`config.mk`:
```
export PLATFORM = sky130hd
export DESIGN_NAME = fp_result_writeback
export DESIGN_NICKNAME = d
export VERILOG_FILES = /design/src/rtl/fp_result_writeback.sv
export SDC_FILE = /design/constraint.sdc
export NUM_CORES = 1
export LEC_CHECK = 0
export BUFFER_PORTS_ARGS = -buffer_cell sky130_fd_sc_hd__buf_2
export CAP_MARGIN = 20
export CORE_ASPECT_RATIO = 0.7
export CORE_MARGIN = 3
export CORE_UTILIZATION = 45
export DETAILED_ROUTE_END_ITERATION = 8
export GPL_TIMING_DRIVEN = 0
export PLACE_DENSITY = 0.74
export SLEW_MARGIN = 20
export SYNTH_ARGS = -nofsm -noshare
export SYNTH_HDL_FRONTEND = slang
export SYNTH_SLANG_ARGS = --single-unit
```
`constraint.sdc`:
```
create_clock -name clk -period 4.15 [get_ports clk]
set_clock_uncertainty 0.15 [all_clocks]
set_input_delay 0.2075 -clock clk [delete_from_list [all_inputs] [get_ports clk]]
set_output_delay 0.2075 -clock clk [all_outputs]
set_load 0.05 [all_outputs]
```
`src/rtl/fp_result_writeback.sv`:
```
// ---------------------------------------------------------------------------
// fp_result_writeback
//
// Consumer end of the FP execute stage. Completed results (value, exception
// flags, destination) arrive through a valid/ready handshake and wait in a
// small FIFO. The head entry is presented to the FP or integer register-file
// write port and retires when that port grants the write. Exception flags
// are accrued into fcsr.fflags as each result retires. fcsr (fflags + frm)
// is readable and writable through a small CSR port.
//
// Ports
//   clk, reset                : core clock; asynchronous active-high reset
//   in_valid/in_ready         : result handshake from execute
//   in_rd/in_result/in_fflags : destination index, value, NV,DZ,OF,UF,NX
//   in_to_int                 : 1 = integer RF destination, 0 = FP RF
//   fp_we/fp_waddr/fp_wdata   : FP RF write request, held until fp_wgrant
//   int_we/int_waddr/int_wdata: integer RF write request, held until int_wgrant
//   csr_we/csr_addr/csr_wdata : fcsr write (01 fflags, 10 frm, 11 fcsr)
//   csr_rdata                 : combinational read of the addressed CSR
//   frm, fflags_acc           : architectural rounding mode and accrued flags
//   busy                      : FIFO holds at least one result
// ---------------------------------------------------------------------------
module fp_result_writeback #(
    parameter int DEPTH = 2,   // 2 or 4; pointers wrap naturally at a power of two
    parameter int XLEN  = 32
) (
    input  logic            clk,
    input  logic            reset,

    input  logic            in_valid,
    output logic            in_ready,
    input  logic [4:0]      in_rd,
    input  logic [XLEN-1:0] in_result,
    input  logic [4:0]      in_fflags,
    input  logic            in_to_int,

    output logic            fp_we,
    output logic [4:0]      fp_waddr,
    output logic [XLEN-1:0] fp_wdata,
    input  logic            fp_wgrant,

    output logic            int_we,
    output logic [4:0]      int_waddr,
    output logic [XLEN-1:0] int_wdata,
    input  logic            int_wgrant,

    input  logic            csr_we,
    input  logic [1:0]      csr_addr,
    input  logic [7:0]      csr_wdata,
    output logic [7:0]      csr_rdata,

    output logic [2:0]      frm,
    output logic [4:0]      fflags_acc,
    output logic            busy
);

    localparam int PTR_W = $clog2(DEPTH);
    localparam int CNT_W = PTR_W + 1;

    typedef struct packed {
        logic [4:0]      rd;
        logic [XLEN-1:0] result;
        logic [4:0]      fflags;
        logic            to_int;
    } entry_t;

    localparam logic [1:0] CSR_FFLAGS = 2'b01;
    localparam logic [1:0] CSR_FRM    = 2'b10;
    localparam logic [1:0] CSR_FCSR   = 2'b11;

    entry_t             mem [DEPTH];
    logic [PTR_W-1:0]   wr_ptr;
    logic [PTR_W-1:0]   rd_ptr;
    logic [CNT_W-1:0]   count;

    entry_t             head;
    logic               empty;
    logic               full;
    logic               push;
    logic               pop;
    logic [4:0]         fflags_next;

    assign empty    = (count == '0);
    assign full     = (count == CNT_W'(DEPTH));
    assign in_ready = !full;
    assign busy     = !empty;
    assign head     = mem[rd_ptr];

    // No pass-through: a full FIFO refuses a push even when the head retires
    // in the same cycle, which keeps in_ready free of any grant path.
    assign push = in_valid && in_ready;

    // An integer write to x0 has no architectural effect, so it retires
    // without waiting for the integer port.
    assign pop = !empty &&
                 ((!head.to_int && fp_wgrant) ||
                  ( head.to_int && (int_wgrant || head.rd == 5'd0)));

    // Head drive. Everything is gated by !empty so stale storage never
    // reaches the register-file ports.
    always_comb begin
        // NOTE: every output gets a default first so no path through this block leaves a value unassigned, which would infer a latch.
        fp_we     = 1'b0;
        fp_waddr  = '0;
        fp_wdata  = '0;
        int_we    = 1'b0;
        int_waddr = '0;
        int_wdata = '0;
        if (!empty) begin
            if (head.to_int) begin
                int_we    = (head.rd != 5'd0);
                int_waddr = head.rd;
                int_wdata = head.result;
            end else begin
                fp_we    = 1'b1;
                fp_waddr = head.rd;
                fp_wdata = head.result;
            end
        end
    end

    // A CSR write lands first; flags of a result retiring in the same cycle
    // are then ORed on top so they are never lost.
    always_comb begin
        fflags_next = fflags_acc;
        if (csr_we && (csr_addr == CSR_FFLAGS || csr_addr == CSR_FCSR))
            fflags_next = csr_wdata[4:0];
        if (pop)
            fflags_next = fflags_next | head.fflags;
    end

    always_comb begin
        unique case (csr_addr)
            CSR_FFLAGS: csr_rdata = {3'b000, fflags_acc};
            CSR_FRM:    csr_rdata = {5'b00000, frm};
            CSR_FCSR:   csr_rdata = {frm, fflags_acc};
            default:    csr_rdata = 8'h00;
        endcase
    end

    // NOTE: the storage array is deliberately not reset; count gates every use of it, and leaving it reset-free lets it map onto plain registers or LUT RAM.
    always_ff @(posedge clk) begin
        if (push)
            mem[wr_ptr] <= '{rd: in_rd, result: in_result, fflags: in_fflags, to_int: in_to_int};
    end

    // NOTE: sequential state uses non-blocking assignments so every register samples pre-edge values, independent of statement order.
    always_ff @(posedge clk or posedge reset) begin
        if (reset) begin
            wr_ptr <= '0;
            rd_ptr <= '0;
            count  <= '0;
        end else begin
            if (push)
                wr_ptr <= wr_ptr + PTR_W'(1);
            if (pop)
                rd_ptr <= rd_ptr + PTR_W'(1);
            unique case ({push, pop})
                2'b10:   count <= count + CNT_W'(1);
                2'b01:   count <= count - CNT_W'(1);
                default: count <= count;
            endcase
        end
    end

    // fcsr. Illegal rounding modes are stored as written; decode flags them.
    always_ff @(posedge clk or posedge reset) begin
        if (reset) begin
            fflags_acc <= '0;
            frm        <= '0;
        end else begin
            fflags_acc <= fflags_next;
            if (csr_we && csr_addr == CSR_FRM)
                frm <= csr_wdata[2:0];
            else if (csr_we && csr_addr == CSR_FCSR)
                frm <= csr_wdata[7:5];
        end
    end

endmodule

```
# --- Word level (Yosys, flattened, before mapping) ---
# Memories as Yosys holds them, arrays and structs flattened.
# Index checks and enable logic that the tools add are counted.
# Widths: inputs -> output; s select.
totals:
  wordCells: 55
  mem_count: 1
  output_inout_bits: 94
  ff_bits: 12
  inputBits: 59
  ram_bits: 86
mem_list:
  columns: ["memory", "depth", "word_bits", "rd", "rd_ports_with_merged_regs", "write_ports", "line", "text"]
  rows:
  - ["mem", 2, 43, 1, 0, 1, "71", "entry_t mem [DEPTH];"]
op_classes:
  n_addsub: 4
  n_eq_ne: 6
  mux: 20
  bitwise_logic: 1
  n_reduce_logical: 18
op_table:
  columns: ["op", "n"]
  rows:
  - ["$mux 32", 4]
  - ["$mux 5", 6]
  - ["$pmux 8 s3", 1]
  - ["$eq 2x2->1 const B", 4]
  - ["$logic_and 1x1->1", 7]
  - ["$mux 1", 6]
  - ["$mux 3", 2]
  - ["$logic_not 5->1", 1]
  - ["$or 5x5->5", 1]
  - ["$reduce_bool 5->1", 1]
  - ["$eq 2x1->1 const B", 2]
  - ["$pmux 2 s2", 1]
  - ["$reduce_bool 2->1", 2]
  - ["$logic_not 1->1", 3]
  - ["$logic_or 1x1->1", 3]
  - ["$add 1x1->1 const B", 2]
  - ["$add 2x1->2 const B", 1]
  - ["$logic_not 2->1", 1]
  - ["$sub 2x1->2 const B", 1]

# --- Depth between registers and ports, before layout ---
# An unclocked memory read counts as a cell.
logic_depth:
  depth_word: 8
  ltp_mapped: 9
  ltp_nobuf: 8

# --- Least setup slack after synthesis ---
# No wires, ideal clock.
synth_path:
  kind: "register to register"
  startpoint: "register count[0]"
  endpoint: "memory mem[0][0] (netlist bit) (enable)"
  n_path_buf: 0
  setup_time_ps: 444
  stages_incl_launch_ff: 4
  arrival_ps: 2908
  slack_ps: 649
  required_ps: 3556
  synth_period_minus_slack_ps: 3501
  path_cell_list: "dfrtp_1 -> nand2b_1 -> nand2_1 -> nor2_1"
synth_via:
  elab_chain_len: 5
synth_rtl:
  columns: ["item", "line", "text"]
  rows:
  - ["start, declared", "74", "logic [CNT_W-1:0] count;"]
  - ["start signal, assigned", "159", "2'b10: count <= count + CNT_W'(1);"]
  - ["start signal, assigned", "160", "2'b01: count <= count - CNT_W'(1);"]
  - ["start signal, assigned", "161", "default: count <= count;"]
  - ["$eq 2x2->1", "84", "assign full = (count == CNT_W'(DEPTH));"]
  - ["$logic_not 1->1", "85", "assign in_ready = !full;"]
  - ["net in_ready", "31", "output logic in_ready,"]
  - ["$logic_and 1x1->1", "91", "assign push = in_valid && in_ready;"]
  - ["$mux 1", "143", "if (push)"]
  - ["$mux 1 (not written as such)", "144", "mem[wr_ptr] <= '{rd: in_rd, result: in_result, fflags: in_fflags, to_int: in_to_int};"]
  - ["end, declared", "71", null]
# The timed path passes the listed nets, and every way through them passes these cells.

# --- Worst setup path after layout ---
layout_path:
  startpoint: "register rd_ptr"
  endpoint: "output port fp_wdata[29]"
layout_via:
  elab_chain_len: 3
layout_rtl:
  columns: ["item", "line", "text"]
  rows:
  - ["start, declared", "73", "logic [PTR_W-1:0] rd_ptr;"]
  - ["start signal, assigned", "157", "rd_ptr <= rd_ptr + PTR_W'(1);"]
  - ["$mem_v2 2x43", null, null]
  - ["$mux 32", "110", "if (head.to_int) begin"]
  - ["$mux 32", "109", "if (!empty) begin"]
  - ["end, declared", "39", "output logic [XLEN-1:0] fp_wdata,"]
# No other way between the ends.

==> metrics.txt <==
# TYPE chip_impl_metric gauge
chip_impl_metric{name="grtUsageTotal",unit=""} 0.1946
chip_impl_metric{name="timing_hold_violations_final",unit=""} 0
chip_impl_metric{name="dieArea",unit="um2"} 10240
chip_impl_metric{name="clock_sink_count",unit=""} 98
chip_impl_metric{name="gp_congestion",unit=""} 0.7553
chip_impl_metric{name="finalCritPeriodShare",unit=""} 0.5926
chip_impl_info{name="timing.critical_path.slowest_stage_cell",value="dfrtp_1"} 1
chip_impl_metric{name="ys_warn_count",unit=""} 0
chip_impl_metric{name="placed_cells",unit=""} 564
chip_impl_metric{name="filler_instances",unit=""} 633
chip_impl_info{name="crit_family",value="buffers and inverters"} 1
chip_impl_metric{name="grt_remaining_overflow",unit=""} 0
chip_impl_info{name="worstSetupStartpointType",value="flop"} 1
chip_impl_metric{name="avgRoutedWirePerCell",unit="um"} 15.50
chip_impl_metric{name="number_of_global_route_vias_before_repair",unit=""} 3065
chip_impl_metric{name="io_pins",unit=""} 153
chip_impl_metric{name="syn_area",unit="um2"} 4070
chip_impl_info{name="setup.worst_path.class",value="flop to primary output"} 1
chip_impl_info{name="rsz0062_at_grt",value="no"} 1
chip_impl_metric{name="max_fanout_on_critical_path",unit=""} 10
chip_impl_info{name="crit_chain",value="buf_6, mux2i_2, nand2_1, clkbuf_1, nor2_1, buf_2"} 1
chip_impl_info{name="tritoncts",value="done"} 1
chip_impl_metric{name="post-route-worst-setup-slack",unit="ns"} 1.691
chip_impl_metric{name="post-dp-hpwl",unit="um"} 6658
chip_impl_metric{name="route.vias.total",unit=""} 3020
chip_impl_metric{name="ys_ff_latch",unit=""} 98
chip_impl_metric{name="synthesis.instances",unit=""} 291
chip_impl_metric{name="finish.net_count",unit=""} 564
chip_impl_metric{name="pre_cts_slack",unit="ns"} 1.913
chip_impl_metric{name="tightest_slew",unit="ns"} 0.6315
chip_impl_metric{name="detail_route.drc_violations",unit=""} 0
chip_impl_metric{name="cp_slowest_stage_delay",unit="ns"} 0.34
chip_impl_metric{name="antenna-diode-count",unit=""} 0
chip_impl_info{name="run_status",value="finished clean"} 1
chip_impl_metric{name="slew_violations",unit=""} 0
chip_impl_metric{name="layout.cells.non_filler",unit=""} 629
chip_impl_metric{name="worst_ep_arrival_time",unit="ns"} 2.10
chip_impl_metric{name="timing.final.setup_violations",unit=""} 0
chip_impl_metric{name="numCtsBuffers",unit=""} 9
chip_impl_metric{name="areaGrowthSynthToFinish",unit="%"} 43.28
chip_impl_metric{name="max-cap-violations",unit=""} 0
chip_impl_metric{name="numPortBuffers",unit=""} 151
chip_impl_metric{name="finalWorstPathRequiredPeriod",unit="ns"} 2.459
chip_impl_metric{name="synth_unique_cells",unit=""} 25
chip_impl_info{name="worst_hold_path_type",value="input port to flop"} 1
chip_impl_metric{name="cts.reportedPaths.clkPinSlew",unit="ns"} 0.06
chip_impl_metric{name="largest_net_degree_at_the_start_of_global_routing",unit=""} 25
chip_impl_metric{name="drt_first_pass_iters",unit=""} 4
chip_impl_metric{name="wl",unit="um"} 9749
chip_impl_metric{name="synthesis.nets",unit=""} 351
chip_impl_metric{name="setup_tns",unit="ns"} 0
chip_impl_metric{name="synth-seq-area-share",unit=""} 0.7083
chip_impl_metric{name="detail_route.vias_per_cell",unit=""} 4.801
chip_impl_metric{name="grt_pass1_wl",unit="um"} 15330
chip_impl_metric{name="postRouteAntennaNets",unit=""} 0
chip_impl_metric{name="sequential_cell_area",unit="um2"} 2883
chip_impl_metric{name="multiInputGateArea",unit="um2"} 1096
chip_impl_metric{name="timing.max_slew.rel_slack",unit=""} 0.5780
chip_impl_metric{name="core.rowCount",unit=""} 28
chip_impl_metric{name="drive_above_1_share",unit=""} 0.3615
chip_impl_metric{name="antenna_found_initial",unit=""} 0
chip_impl_metric{name="clockBufferDepth",unit=""} 2
chip_impl_info{name="crit_path_end_kind",value="primary output"} 1
chip_impl_metric{name="worst_hold_slack",unit="ns"} 0.03257
chip_impl_info{name="clockRootBuffer",value="clkbuf_16"} 1
chip_impl_metric{name="fp.dieH",unit="um"} 85.57
chip_impl_metric{name="initialDrtViolationCount",unit=""} 120
chip_impl_metric{name="placeableCoreArea",unit="um2"} 8618
chip_impl_metric{name="cp.buffers_inverters",unit=""} 3
chip_impl_metric{name="insertion_delay",unit="ns"} 0.34
chip_impl_metric{name="required_time_at_the_endpoint_of_the_critical_path",unit="ns"} 3.79
chip_impl_metric{name="htreeDepth",unit=""} 3
chip_impl_metric{name="initial_utilization",unit=""} 0.4723
chip_impl_metric{name="post_cts_repair_setup_buffers",unit=""} 0
chip_impl_metric{name="die_w",unit="um"} 119.7
chip_impl_metric{name="fmaxAchievable",unit="GHz"} 0.4067
chip_impl_metric{name="synthesis.area_per_instance",unit="um2"} 13.99
[cell type report]
type	instances	share of cell area
plain buffers	16	0.01523
clock buffers	13	0.04656
clock inverters	3	0.007724
inverters	3	0.001931
multi-input cells	174	0.1879
flip-flops and latches	98	0.4943
well taps	120	0.02575
repair buffers	202	0.2206
[what timing repair did]
item | CTS | global route
setup endpoints to repair | 0 | 0
gates resized for setup | 0 | 0
endpoints found under the hold margin | 103 | 0
hold buffers | 49 | 0
[cell usage in the layout (no fill, tap or decap), types with 2 or more instances in the layout]
cell           instances
dlygate4sd3_1         49
and2_1                 3
nand2b_1               2
buf_2                159
inv_1                  3
edfxtp_1              86
buf_4                  3
and3_1                 3
dfrtp_1               12
clkbuf_1               6
o21ai_0                8
xnor2_1                4
clkbuf_16             10
buf_12                 2
mux2i_1               50
nor2_1                81
a21oi_1                3
nand2_1                9
[Yosys cell counts]
cell,n,area (um2)
nor4_1,1,6.260
nor4b_1,1,8.760
buf_2,8,40.04
buf_6,1,11.26
and2_1,3,18.77
o311ai_4,1,26.28
mux2i_2,1,13.76
o21ai_0,8,40.04
a21oi_1,3,15.01
or2_2,1,6.260
nand2b_1,2,12.51
nand2_1,9,33.78
and3_1,4,25.02
xor2_1,1,8.760
o21bai_1,1,7.510
buf_4,3,22.52
a22o_1,1,8.760
xnor2_1,4,35.03
inv_1,3,11.26
ha_1,1,12.51
nor2_1,82,307.8
dfrtp_1,12,300.3
edfxtp_1,86,2582
mux2i_1,50,500.5
clkbuf_1,4,15.01
[layer usage]
metal,up-vias,part of all wire,global-route usage
li1,1459,-,-
met1,1405,0.43,0.2426
met2,141,0.48,0.3340
met3,15,0.071,0.04614
met4,0,0.018,0.07484
met5,-,0,0
[flip-flops by register name (all words and copies together) (netlist names)]
| name | flops |
|---|---|
| mem | 86 |
| fflags_acc | 5 |
| frm | 3 |
| count | 2 |
| rd_ptr | 1 |
| wr_ptr | 1 |
[worst reg2reg max path: cells and delay by family (launching register included)]
family                     cells  cell delay (ns)
adders and majority gates      1             0.21
xor gates and xnor gates       2             0.29
and+or+nand+nor                2             0.21
AOI/OAI and AO/OA              2             0.64
buffers and inverters          2             0.23
DFF                            1             0.37
[worst paths after layout]
| path | to | slack (ns) | start | depth (start not counted) |
|---|---|---|---|---|
| worst max-delay path | fp_wdata[29] | 1.69 | rd_ptr$_DFFE_PP0N_ | 6 |
| min in group asynchronous | wr_ptr$_DFFE_PP0P_ | 0.32 | reset | 3 |
| max in group asynchronous | fflags_acc[1]$_DFF_PP0_ | 3.21 | reset | 3 |
| worst max register to register | count[1]$_DFFE_PP0P_ | 1.93 | rd_ptr$_DFFE_PP0N_ | 9 |
| worst min-delay path | frm[1]$_DFFE_PP0P_ | 0.03 | csr_wdata[6] | 3 |
| worst min register to register | count[1]$_DFFE_PP0P_ | 0.38 | count[1]$_DFFE_PP0P_ | 1 |
[cells by family (layout without fill, tap and decap cells)]
logic type,after synthesis,after routing,share of synthesized area
AOI/OAI and AO/OA,14,14,0.02398
xor gates and xnor gates,5,5,0.01076
adders and majority gates,1,1,0.003074
buffers and inverters,19,237,0.02459
DFF,98,98,0.7083
muxes,51,51,0.1263
and+or+nand+nor,103,103,0.1030
[metrics by stage]
stage / cell area [um2] / utilization
finish: 5832 / 0.6767
floorplan: 4070 / -
detailed placement: 5025 / 0.5830
global placement: 4976 / 0.5774
global route: 5832 / 0.6767
CTS: 5832 / 0.6767
Power is left out: the tool's default activity adds up to more than one toggle a clock period on the data nets, which glitch-free logic cannot reach.
